`src/rtl/seqmux_n_pkg.sv`:
```
// ============================================================================
// Module      : seqmux_n_pkg
// Description : Shared definitions for the seqmux_n pattern sequencer
//               (sequencer state encoding).
// Revision    : 1.0 - initial release
// ============================================================================
`default_nettype none

package seqmux_n_pkg;

    // Sequencer states; encoding fixed so it matches external documentation.
    typedef enum logic [1:0] {
        ST_IDLE = 2'd0,
        ST_RUN  = 2'd1,
        ST_DONE = 2'd2
    } state_t;

endpackage : seqmux_n_pkg

`default_nettype wire

```
`src/rtl/seqmux_n_prescaler_tick.sv`:
```
// ============================================================================
// Module      : prescaler_tick
// Description : NP-bit free-running prescaler. Emits a one-cycle tick when the
//               count is at its maximum while enabled, and wraps to zero.
// Revision    : 1.0 - initial release
// ============================================================================
`default_nettype none

module prescaler_tick #(
    parameter int NP = 22
) (
    input  logic clk,
    input  logic rstn,
    input  logic clr,
    input  logic en,
    output logic tick
);

    logic [NP-1:0] r_cnt;

    // The tick is qualified by en so a paused counter sitting at max never fires.
    assign tick = en && (r_cnt == {NP{1'b1}});

    // Count while enabled; clear has priority; natural overflow wraps to 0 on tick.
    always_ff @(posedge clk or negedge rstn) begin
        if (!rstn) begin
            r_cnt <= '0;
        end else if (clr) begin
            r_cnt <= '0;
        end else if (en) begin
            r_cnt <= r_cnt + NP'(1);
        end
    end

endmodule : prescaler_tick

`default_nettype wire

```
`src/rtl/seqmux_n.sv`:
```
// ============================================================================
// Module      : seqmux_n
// Description : Parametrised N-state pattern sequencer. A prescaled tick steps
//               an index up or down through N stored W-bit patterns, in loop
//               or one-shot mode, with pause and restart control. The selected
//               pattern is driven from a register alongside its index.
// Revision    : 1.0 - initial release
// ============================================================================
`default_nettype none

module seqmux_n
    import seqmux_n_pkg::*;
#(
    parameter int             W       = 4,
    parameter int             N       = 4,
    parameter int             NP      = 22,
    parameter logic [N*W-1:0] PATTERN = 16'h8421,
    parameter bit             AUTORUN = 1'b1
) (
    input  logic                 clk,
    input  logic                 rstn,
    input  logic                 en,
    input  logic                 dir,
    input  logic                 oneshot,
    input  logic                 start,
    output logic [W-1:0]         data,
    output logic [$clog2(N)-1:0] sel,
    output logic                 wrap,
    output logic                 busy
);

    localparam int             SW     = $clog2(N);
    localparam logic [SW-1:0]  c_LAST = SW'(N - 1);

    state_t        r_state;
    logic [SW-1:0] r_sel;
    logic [W-1:0]  r_data;
    logic          r_wrap;
    logic          r_busy;

    state_t        w_state_nxt;
    logic [SW-1:0] w_sel_nxt;
    logic [W-1:0]  w_data_nxt;
    logic          w_wrap_nxt;
    logic          w_run;
    logic          w_tick;
    logic [SW-1:0] w_first;
    logic [SW-1:0] w_last;

    assign w_run   = (r_state == ST_RUN);
    assign w_first = dir ? c_LAST : '0;
    assign w_last  = dir ? '0     : c_LAST;

    // Prescaler only runs in RUN; a start (or any non-RUN state) pins it at zero.
    prescaler_tick #(
        .NP (NP)
    ) u_prescaler (
        .clk  (clk),
        .rstn (rstn),
        .clr  (start || !w_run),
        .en   (en && w_run),
        .tick (w_tick)
    );

    // Next state / index decision; start beats a coincident tick.
    always_comb begin
        w_state_nxt = r_state;
        w_sel_nxt   = r_sel;
        w_wrap_nxt  = 1'b0;
        if (start) begin
            w_state_nxt = ST_RUN;
            w_sel_nxt   = w_first;
        end else if (w_run && w_tick) begin
            if (r_sel != w_last) begin
                w_sel_nxt = dir ? (r_sel - SW'(1)) : (r_sel + SW'(1));
            end else if (!oneshot) begin
                w_sel_nxt  = w_first;
                w_wrap_nxt = 1'b1;
            end else begin
                w_state_nxt = ST_DONE;
                w_wrap_nxt  = 1'b1;
            end
        end
    end

    // Pattern lookup for the next index, so data and sel register together.
    always_comb begin
        w_data_nxt = PATTERN[W-1:0];
        for (int i = 0; i < N; i++) begin
            if (w_sel_nxt == SW'(i)) begin
                w_data_nxt = PATTERN[i*W +: W];
            end
        end
    end

    // FSM state and all registered outputs.
    always_ff @(posedge clk or negedge rstn) begin
        if (!rstn) begin
            r_state <= AUTORUN ? ST_RUN : ST_IDLE;
            r_sel   <= '0;
            r_data  <= PATTERN[W-1:0];
            r_wrap  <= 1'b0;
            r_busy  <= AUTORUN;
        end else begin
            r_state <= w_state_nxt;
            r_sel   <= w_sel_nxt;
            r_data  <= w_data_nxt;
            r_wrap  <= w_wrap_nxt;
            r_busy  <= (w_state_nxt == ST_RUN);
        end
    end

    assign data = r_data;
    assign sel  = r_sel;
    assign wrap = r_wrap;
    assign busy = r_busy;

endmodule : seqmux_n

`default_nettype wire

```
`config.mk`:
```
export PLATFORM = sky130hd
export DESIGN_NAME = seqmux_n
export DESIGN_NICKNAME = d
export VERILOG_FILES = /design/src/rtl/seqmux_n_pkg.sv /design/src/rtl/seqmux_n_prescaler_tick.sv /design/src/rtl/seqmux_n.sv
export SDC_FILE = /design/constraint.sdc
export NUM_CORES = 1
export LEC_CHECK = 0
export BUFFER_PORTS_ARGS = -buffer_cell sky130_fd_sc_hd__buf_2
export CELL_PAD_IN_SITES_DETAIL_PLACEMENT = 1
export CELL_PAD_IN_SITES_GLOBAL_PLACEMENT = 1
export CORE_UTILIZATION = 45
export CTS_CLUSTER_SIZE = 24
export DETAILED_ROUTE_END_ITERATION = 7
export PLACE_DENSITY = 0.79
export SETUP_SLACK_MARGIN = 0.4
export SYNTH_ARGS = -nofsm -noshare
export SYNTH_HDL_FRONTEND = slang
export SYNTH_SLANG_ARGS = --single-unit
```
`constraint.sdc`:
```
create_clock -name clk -period 2.3 [get_ports clk]
set_input_delay 0.115 -clock clk [delete_from_list [all_inputs] [get_ports clk]]
set_output_delay 0.115 -clock clk [all_outputs]
set_load 0.05 [all_outputs]
```
==> out/metrics.yaml, run 1 <==
grt_overflow: 0
routed_wl_microns: 3810
cts_max_level: 2
drc: 0
synth_ff_type: "dfrtp_1"
yosys.cell_types.count: 37
ant_nets: 0
hp-class: "in -> reg"
rows: 21
yosysMostFrequentCell: "dfrtp_1"
clock-sinks: 32
synthCells: 172
endpoint_kind: "flop"
worst_pin_slew_ns: 0.721
grt_pass1_wl_microns: 6890
switching_power_w: 0.000319
peakVddDrop_uv: 368
ys_async_sr_fraction_pct: 100
power.combinational.fraction_pct: 10.6
ctsLongestPathBuffers: 2
drv_slew: 0
dp_hpwl_microns: 2530
synth_common_cells: "dfrtp_1 (29), nor2_1 (26), xor2_1 (16)"
fin_setup_tns_ns: 0
gp_congestion: 0.769
yosys_register_bits: 32
grt_usage_pct: 22.7
status: "complete, no violations"
clock_skew_ns: 0.0144
port_buffers: 13
dr_total_vias: 1301
internal_power_w: 0.000889
hold_depth: 2
start_util_pct: 48.6
antenna_cells: 0
core-area_sq_um: 3440
n_fill_cell: 405
grt_max_degree: 33
via_per_inst: 5.51
ios: 14
clkPwrFrac_pct: 40.2
r2r-end: "sel[0]"
die_area_sq_um: 3970
slew-limit-headroom_pct: 51.9
synth_area_leaders: "dfrtp_1 (43%), xor2_1 (8.4%), nor2_1 (5.8%)"
synth_edf_count: 0
crit_fanout: 9
crit_path_cell_trace: "nand3b_2, nor3_4, buf_4, nand4_1, a21oi_1, o41ai_2"
rsz0062_at_grt: "no"
cp_num_buf_inv: 1
firstDrtPassIters: 4
yosys_warnings: 0
fin_crit_ns: 1.83
die_y_microns: 63.0
cp-start-kind: "flop"
syn_to_final_growth_pct: 14.3
min_to: "data[0]"
yosysTopAreaCellShare_pct: 43.3
clock_latency_ns: 0.29
synthesis.area_sq_um: 1670
cts_tree: "done"
sw_frac_of_total_pct: 26.4
p_per_area_nw_per_um2: 631
maxCapViolCount: 0
clk_pin_slew_ns: 0.07
finalCritPeriodShare_pct: 79.4
seqPwrFrac_pct: 49.2
hold_violations: 0
yosysSeqAreaShare_pct: 48.1
path_delay_family: "simple AND/OR/NAND/NOR gates"
critPathSlowestCell: "dfstp_2"
syn_nets: 179
crit_type: "reg -> reg"
fmax_mhz: 548
drive_gt1_share_pct: 19.5
total_leakage_power_nw: 0.889
fin_nets: 196
grt_pass1_vias: 1424
antenna_found_initial: 0
rr_startpoint: "r_state[0]"
cts_made_buffers: 5
post_drt_wl_per_cell_microns: 16.2
rr_worst_depth: 6
slowest_delay_ns: 0.56
crit_arrival_ns: 1.99
die_x_microns: 63.0
syn_avg_cell_area_sq_um: 9.73
finalSetupViolations: 0
hold_start: "dir"
yosys.area.top_type: "dfrtp_1"
dr.first_iter.drc_count: 45
worstPathRequired_ns: 2.47
r2r_slack_ns: 0.47
fin_util_pct: 55.6
clock-root-buffer: "clkbuf_8"
## repair_timing
action / 4_1_cts / 5_1_grt
hold buffers: 1 / 0
endpoints found under the hold margin: 29 / 0
cloned: 0 / 0
endpoints found under the setup margin: 5 / 6
resized for setup: 1 / 2
buffers inserted: 0 / 0
## placed cells by master, fill, tap and decap left out, types with 6 or more instances in the layout
cell,Yosys,layout
nand3_1,6,6
nand2_1,14,14
nand4_1,9,9
buf_2,0,13
nor2_1,26,26
a21oi_1,9,9
and3_1,9,8
xor2_1,16,16
dfrtp_1,29,29
clkbuf_8,0,7
## metrics by stage
stage	instances	hold slack [ns]	setup slack, ns	cell area [sq um]	power, W
after floorplan	172	-0.181	0.551	1670	0.000690
after global placement	227	0.195	0.458	1790	0.000724
after detailed placement	227	0.218	0.357	1790	0.000731
after CTS	236	0.101	0.434	1910	0.00122
after global routing	236	0.141	0.388	1910	0.00126
final	236	0.0992	0.475	1910	0.00121
## layout make-up
cell class	instances	area (sq um)	share of cell area (%)
inverter	3	11.3	0.588
timing repair buffer	17	97.6	5.10
multi-input combinational	130	843	44.1
clock buffer	8	100	5.23
tap	46	57.6	3.01
sequential	32	805	42.0
## cell families after synthesis
group | share of synthesized area [%]
compound gates | 8.52
xor+xnor | 11.0
fa+ha+maj | 0.747
buf+inv | 2.47
flops | 48.1
mux | 0.598
simple gates | 28.6
## power by group through the flow
stage	sequential (W)	clock (W)	combinational, W
after floorplan	0.000630	0	0.0000607
after global placement	0.000603	0	0.000121
final	0.000595	0.000485	0.000128
after CTS	0.000594	0.000491	0.000130
after global routing	0.000597	0.000520	0.000140
after detailed placement	0.000605	0	0.000126
## registers in the layout, indices dropped and copies added (netlist names)
register and count:
sel 2, busy 1, r_state 2, u_prescaler.r_cnt 22, wrap 1, data 4
## per-layer routing
layer	share of wire (%)	global-route usage (%)	vias to the layer above
li1	-	-	628
met1	45	27.2	645
met2	50	38.3	20
met3	2.9	6.20	8
met4	2.1	8.72	0
met5	0	0	-
## how the worst max path moves through the flow
stage	startpoint	endpoint	slack, ns	cells after the start
2_1_floorplan	r_state[0]	sel[0]	0.55	6
3_3_place_gp	r_state[0]	u_prescaler.r_cnt[19]	0.46	5
3_5_place_dp	r_state[0]	u_prescaler.r_cnt[17]	0.36	5
4_1_cts	r_state[0]	sel[1]	0.43	5
5_1_grt	r_state[0]	sel[0]	0.39	6
6_report	r_state[0]	sel[0]	0.47	6
No activity file was read; power rests on OpenSTA's default activity.
==> inputs of run 2 (changes only) <==
clock period = 1.75 ns   (was 2.3 ns; I/O delays follow)
==> out/metrics.yaml, run 2 (same netlist as run 1, synthesis figures left out) <==
cts_tree: "done"
rsz0062_at_grt: "yes"
dr.first_iter.drc_count: 107  # +140%
grt_max_degree: 23  # -30%
rr_startpoint: "r_state[0]"
dr_total_vias: 1669  # +28%
status: "complete, no violations"
fin_nets: 234  # +19%
die_x_microns: 63.0  # unchanged
hp-class: "in -> reg"
drv_slew: 0  # unchanged
dp_hpwl_microns: 2850  # +13%
ios: 14  # unchanged
r2r-end: "u_prescaler.r_cnt[21]"
routed_wl_microns: 6420  # +68%
cts_made_buffers: 5  # unchanged
drc: 0  # unchanged
cts_max_level: 2  # unchanged
clock_latency_ns: 0.30  # about the same
grt_usage_pct: 30.7  # +8.0 points
core-area_sq_um: 3440  # unchanged
die_area_sq_um: 3970  # unchanged
crit_arrival_ns: 1.90  # -0.09 ns
hold_depth: 2  # unchanged
port_buffers: 13  # unchanged
gp_congestion: 0.792  # +2.9%
syn_to_final_growth_pct: 42.4
endpoint_kind: "flop"
post_drt_wl_per_cell_microns: 23.4  # +45%
finalCritPeriodShare_pct: 98.8  # +19 points
fin_setup_tns_ns: 0  # unchanged
fin_util_pct: 69.2  # +14 points
die_y_microns: 63.0  # unchanged
final_cell_mix: "buf_4 (32), dfrtp_1 (28), nor2_1 (25)"
drive_gt1_share_pct: 44.3  # +25 points
dp_cells: 236  # +4.0%
start_util_pct: 48.6  # unchanged
rr_worst_depth: 6  # unchanged
total_leakage_power_nw: 1.14  # +28%
worstPathRequired_ns: 1.93  # -0.54 ns
regMostFlops: "u_prescaler.r_cnt"
setup_ws_ns: 0.0210  # -0.454 ns
clock_skew_ns: 0.00513  # -0.00931 ns
min_to: "data[0]"
ctsLongestPathBuffers: 2  # unchanged
r2r_slack_ns: 0.02  # -0.45 ns
rows: 21  # unchanged
largest_reg_flops: 22  # unchanged
clk_pin_slew_ns: 0.07  # about the same
final_common_cell: "buf_4"
finalSetupViolations: 0  # unchanged
grt_overflow: 0  # unchanged
peakVddDrop_uv: 587  # +59%
hold_violations: 0  # unchanged
slew-limit-headroom_pct: 67.1  # +15 points
maxCapViolCount: 0  # unchanged
dp_slack_ns: -0.0273  # -0.385 ns
cp-start-kind: "flop"
ant_nets: 0  # unchanged
clock-root-buffer: "clkbuf_8"
clock-sinks: 32  # unchanged
crit_fanout: 6  # -3
hold_start: "dir"
crit_type: "reg -> reg"
antenna_cells: 0  # unchanged
grt_pass1_wl_microns: 9070  # +32%
antenna_found_initial: 0  # unchanged
fmax_mhz: 578  # +5.6%
worst_pin_slew_ns: 0.494  # -0.227 ns
fin_total_pwr_w: 0.00162  # +34%
layout.cells.non_filler: 274  # +16%
via_per_inst: 6.09  # +10%
p_per_area_nw_per_um2: 678  # +7.5%
grt_pass1_vias: 1671  # +17%
firstDrtPassIters: 4  # unchanged
fin_crit_ns: 1.73  # -0.0961 ns
==> run 2: cell count changes in the layout (fill, tap and decap cells not counted), sizes merged <==
cell    change
clkbuf      -2
buf        +38
clkinv      +2
==> run 2: timing repair <==
action	in CTS	in global routing
setup endpoints to repair	27	29
pin swaps	29	28
hold endpoints to repair	15	0
hold buffers	1	0
setup buffers	23	6
resized for setup	25	20
==> run 2: how the worst max path moves through the flow <==
stage | startpoint | end | slack [ns]
final | r_state[0] | u_prescaler.r_cnt[21] | 0.02
after CTS | r_state[0] | u_prescaler.r_cnt[19] | 0.13
after global routing | u_prescaler.r_cnt[1] | u_prescaler.r_cnt[21] | -0.05
after detailed placement | r_state[0] | data[3] | -0.03
after floorplan | r_state[0] | sel[1] | 0.12
after global placement | r_state[0] | data[3] | 0.02
==> run 2: metal layers <==
layer	global-route usage (%)	vias to the layer above	routed length, microns
met3	6.75	19	347
li1	-	709	-
met5	0	-	0
met2	53.0	70	3400
met4	11.9	0	197
met1	36.9	871	2470
==> run 2: critical path: stages, from the launching register on <==
cell	delay, ns
dfstp_2	0.57
nand3b_4	0.15
nor4_4	0.30
buf_6	0.16
nand3_1	0.13
xor2_1	0.22
nor2_1	0.07
==> run 2: metrics by stage <==
step	cell area (sq um)	hold WS, ns
finish	2380	0.0682
global route	2380	0.0963
CTS	2250	0.0648
detailed placement	1870	0.0739
global placement	1870	0.0700
floorplan	1690	-0.208
==> run 2: area by class of cell <==
| cell class | instances | area (sq um) |
|---|---|---|
| inverters | 3 | 11.3 |
| flip-flops and latches | 32 | 806 |
| well taps | 46 | 57.6 |
| fillers | 360 | 1060 |
| multi-input cells | 130 | 1000 |
| clock inverters | 2 | 10.0 |
| clock buffers | 6 | 82.6 |
| repair buffers | 55 | 417 |
==> run 2: where the power goes <==
group / internal, W / switching (W) / total (W)
Sequential: 0.000759 / 0.0000292 / 0.000788
Combinational: 0.0000702 / 0.000144 / 0.000214
Clock: 0.000314 / 0.000300 / 0.000614
Total: 0.00114 / 0.000473 / 0.00162
==> inputs of run 3 (changes only) <==
CORE_MARGIN = 3   (was not set)
CORE_UTILIZATION = 48   (was 45)
CTS_BUF_LIST = sky130_fd_sc_hd__clkbuf_4 sky130_fd_sc_hd__clkbuf_8   (was not set)
PLACE_DENSITY = 0.84   (was 0.79)
clock period = 1.8 ns   (was 1.75 ns; I/O delays follow)
==> out/metrics.yaml, run 3 (same netlist as run 1, synthesis figures left out) <==
p_per_area_nw_per_um2: 685  # +1.0%
grt_usage_pct: 31.6  # +0.89 points
dp_cells: 226  # -4.2%
die_y_microns: 65.1  # +3.3%
hold_ws_ns: 0.117  # +0.0484 ns
met3_usage_pct: 7.45  # +0.70 points
cts_max_level: 2  # unchanged
die_area_sq_um: 4230  # +6.6%
fmax_mhz: 544  # -6.0%
rsz0062_at_grt: "yes"
clock-root-buffer: "clkbuf_4"
peakVddDrop_uv: 504  # -14%
grt_pass1_wl_microns: 9760  # +7.5%
port_buffers: 13  # unchanged
fin_nets: 227  # -3.0%
cts_made_buffers: 5  # unchanged
dp_hpwl_microns: 2860  # +0.17%
clock-sinks: 32  # unchanged
dr_total_vias: 1673  # +0.24%
antenna_cells: 0  # unchanged
dr.first_iter.drc_count: 202  # +89%
ios: 14  # unchanged
clock_skew_ns: 0.00332  # -0.00181 ns
grt_use_met1_pct: 33.8  # -3.1 points
layout.cells.non_filler: 265  # -3.3%
use_met2_pct: 55.2  # +2.2 points
grt_overflow: 0  # unchanged
slowest_delay_ns: 0.40  # -0.17 ns
hold_violations: 0  # unchanged
endpoint_kind: "flop"
final_cell_mix: "dfrtp_1 (27), nor2_1 (26), buf_4 (22)"
start_util_pct: 52.7  # +4.0 points
total_leakage_power_nw: 1.14  # +0.55%
largest_reg_flops: 22  # unchanged
crit_arrival_ns: 2.05  # +0.15 ns
finalCritPeriodShare_pct: 102  # +3.3 points
maxCapViolCount: 0  # unchanged
clk_pin_slew_ns: 0.11  # +0.04 ns
rows: 20  # -4.8%
fin_total_pwr_w: 0.00164  # +1.3%
worstPathRequired_ns: 2.02  # +0.09 ns
postPlaceCellArea_sq_um: 1810  # -3.3%
ant_nets: 0  # unchanged
regMostFlops: "u_prescaler.r_cnt"
final_common_cell: "dfrtp_1"
fin_crit_ns: 1.84  # +0.109 ns
drc: 0  # unchanged
finalSetupViolations: 1  # +1
clock_latency_ns: 0.34  # +0.04 ns
stdcell_area_sq_um: 2390  # +0.26%
syn_to_final_growth_pct: 42.8
grt_pass1_vias: 1847  # +11%
routed_wl_microns: 7190  # +12%
crit_type: "reg -> reg"
fin_util_pct: 75.2  # +5.9 points
violations: "setup timing"
core-area_sq_um: 3180  # -7.7%
grt_max_degree: 33  # +43%
worst_pin_slew_ns: 0.737  # +0.243 ns
slew-limit-headroom_pct: 50.9  # -16 points
cp-start-kind: "flop"
post_drt_wl_per_cell_microns: 27.1  # +16%
critPathSlowestCell: "dfrtp_1"
die_x_microns: 65.1  # +3.3%
busiest_layer: "met2"
status: "finished with violations"
cts_tree: "done"
drv_slew: 0  # unchanged
drive_gt1_share_pct: 43.4  # -0.86 points
crit_path_cell_trace: "ha_2, nand2_4, nor3_4, buf_6, nand4_1, a21oi_2, o41ai_4"
setup_ws_ns: -0.0384  # -0.0594 ns
n_fill_cell: 313  # -13%
firstDrtPassIters: 4  # unchanged
via_per_inst: 6.31  # +3.6%
ctsLongestPathBuffers: 2  # unchanged
crit_fanout: 4  # -2
hp-class: "in -> reg"
gp_congestion: 0.768  # -3.0%
antenna_found_initial: 0  # unchanged
[run 3: cell types whose count changed in the layout (fill, tap and decap cells not counted), moves of 2 or more]
cell      previous run  this run
clkinv_2             2         0
nand3_4              0         2
buf_4               32        22
nand2_4              1         3
buf_12               0         2
clkbuf_4             0         5
clkbuf_8             6         2
[run 3: worst max-delay path: cells and delay by family (launching register included)]
kind | cells | cell delay, ns
AOI/OAI and AO/OA | 2 | 0.38
adders and majority gates | 1 | 0.22
DFF | 1 | 0.40
buffers and inverters | 1 | 0.16
and+or+nand+nor | 3 | 0.55
[run 3: per-layer routing]
metal  vias to the layer above  part of all wire, %
met5                         -                    0
met4                         0                  7.0
met3                        45                  5.8
met2                       106                   50
met1                       829                   37
li1                        693                    -
[run 3: what timing repair did]
item / 4_1_cts / 5_1_grt
endpoints found under the hold margin: 30 / 0
hold buffers: 2 / 0
resized for setup: 21 / 30
endpoints found under the setup margin: 27 / 30
pin swaps: 15 / 25
buffers inserted: 22 / 7
[run 3: final timing paths]
check	startpoint	to	slack, ns	cells past startpoint
worst max-delay path	u_prescaler.r_cnt[0]	sel[0]	-0.04	7
worst min-delay path	oneshot	r_state[1]	0.12	3
worst max register to register	u_prescaler.r_cnt[0]	sel[0]	-0.04	7
worst min register to register	u_prescaler.r_cnt[10]	u_prescaler.r_cnt[10]	0.61	2
max in group asynchronous	rstn	sel[0]	0.93	2
min in group asynchronous	rstn	u_prescaler.r_cnt[17]	0.35	2
[run 3: power by group]
part           switching (W)  internal [W]
sequential         0.0000285      0.000738
combinational       0.000150     0.0000703
clock               0.000281      0.000369
total               0.000459       0.00118
[run 3: layout make-up]
cell class | instances | area (sq um) | share of cell area (%)
clock inverter | 1 | 30.0 | 1.26
inverter | 3 | 11.3 | 0.471
timing repair buffer | 48 | 392 | 16.4
tap | 44 | 55.1 | 2.30
clock buffer | 7 | 65.1 | 2.72
multi-input combinational | 130 | 1030 | 43.1
sequential | 32 | 807 | 33.8
[run 3: metrics by stage]
step                setup TNS (ns)  worst slack (ns)
floorplan                        0             0.172
global placement                 0            0.0535
detailed placement         -0.0105           -0.0105
CTS                              0             0.134
global route                -0.182           -0.0767
finish                     -0.0384           -0.0384
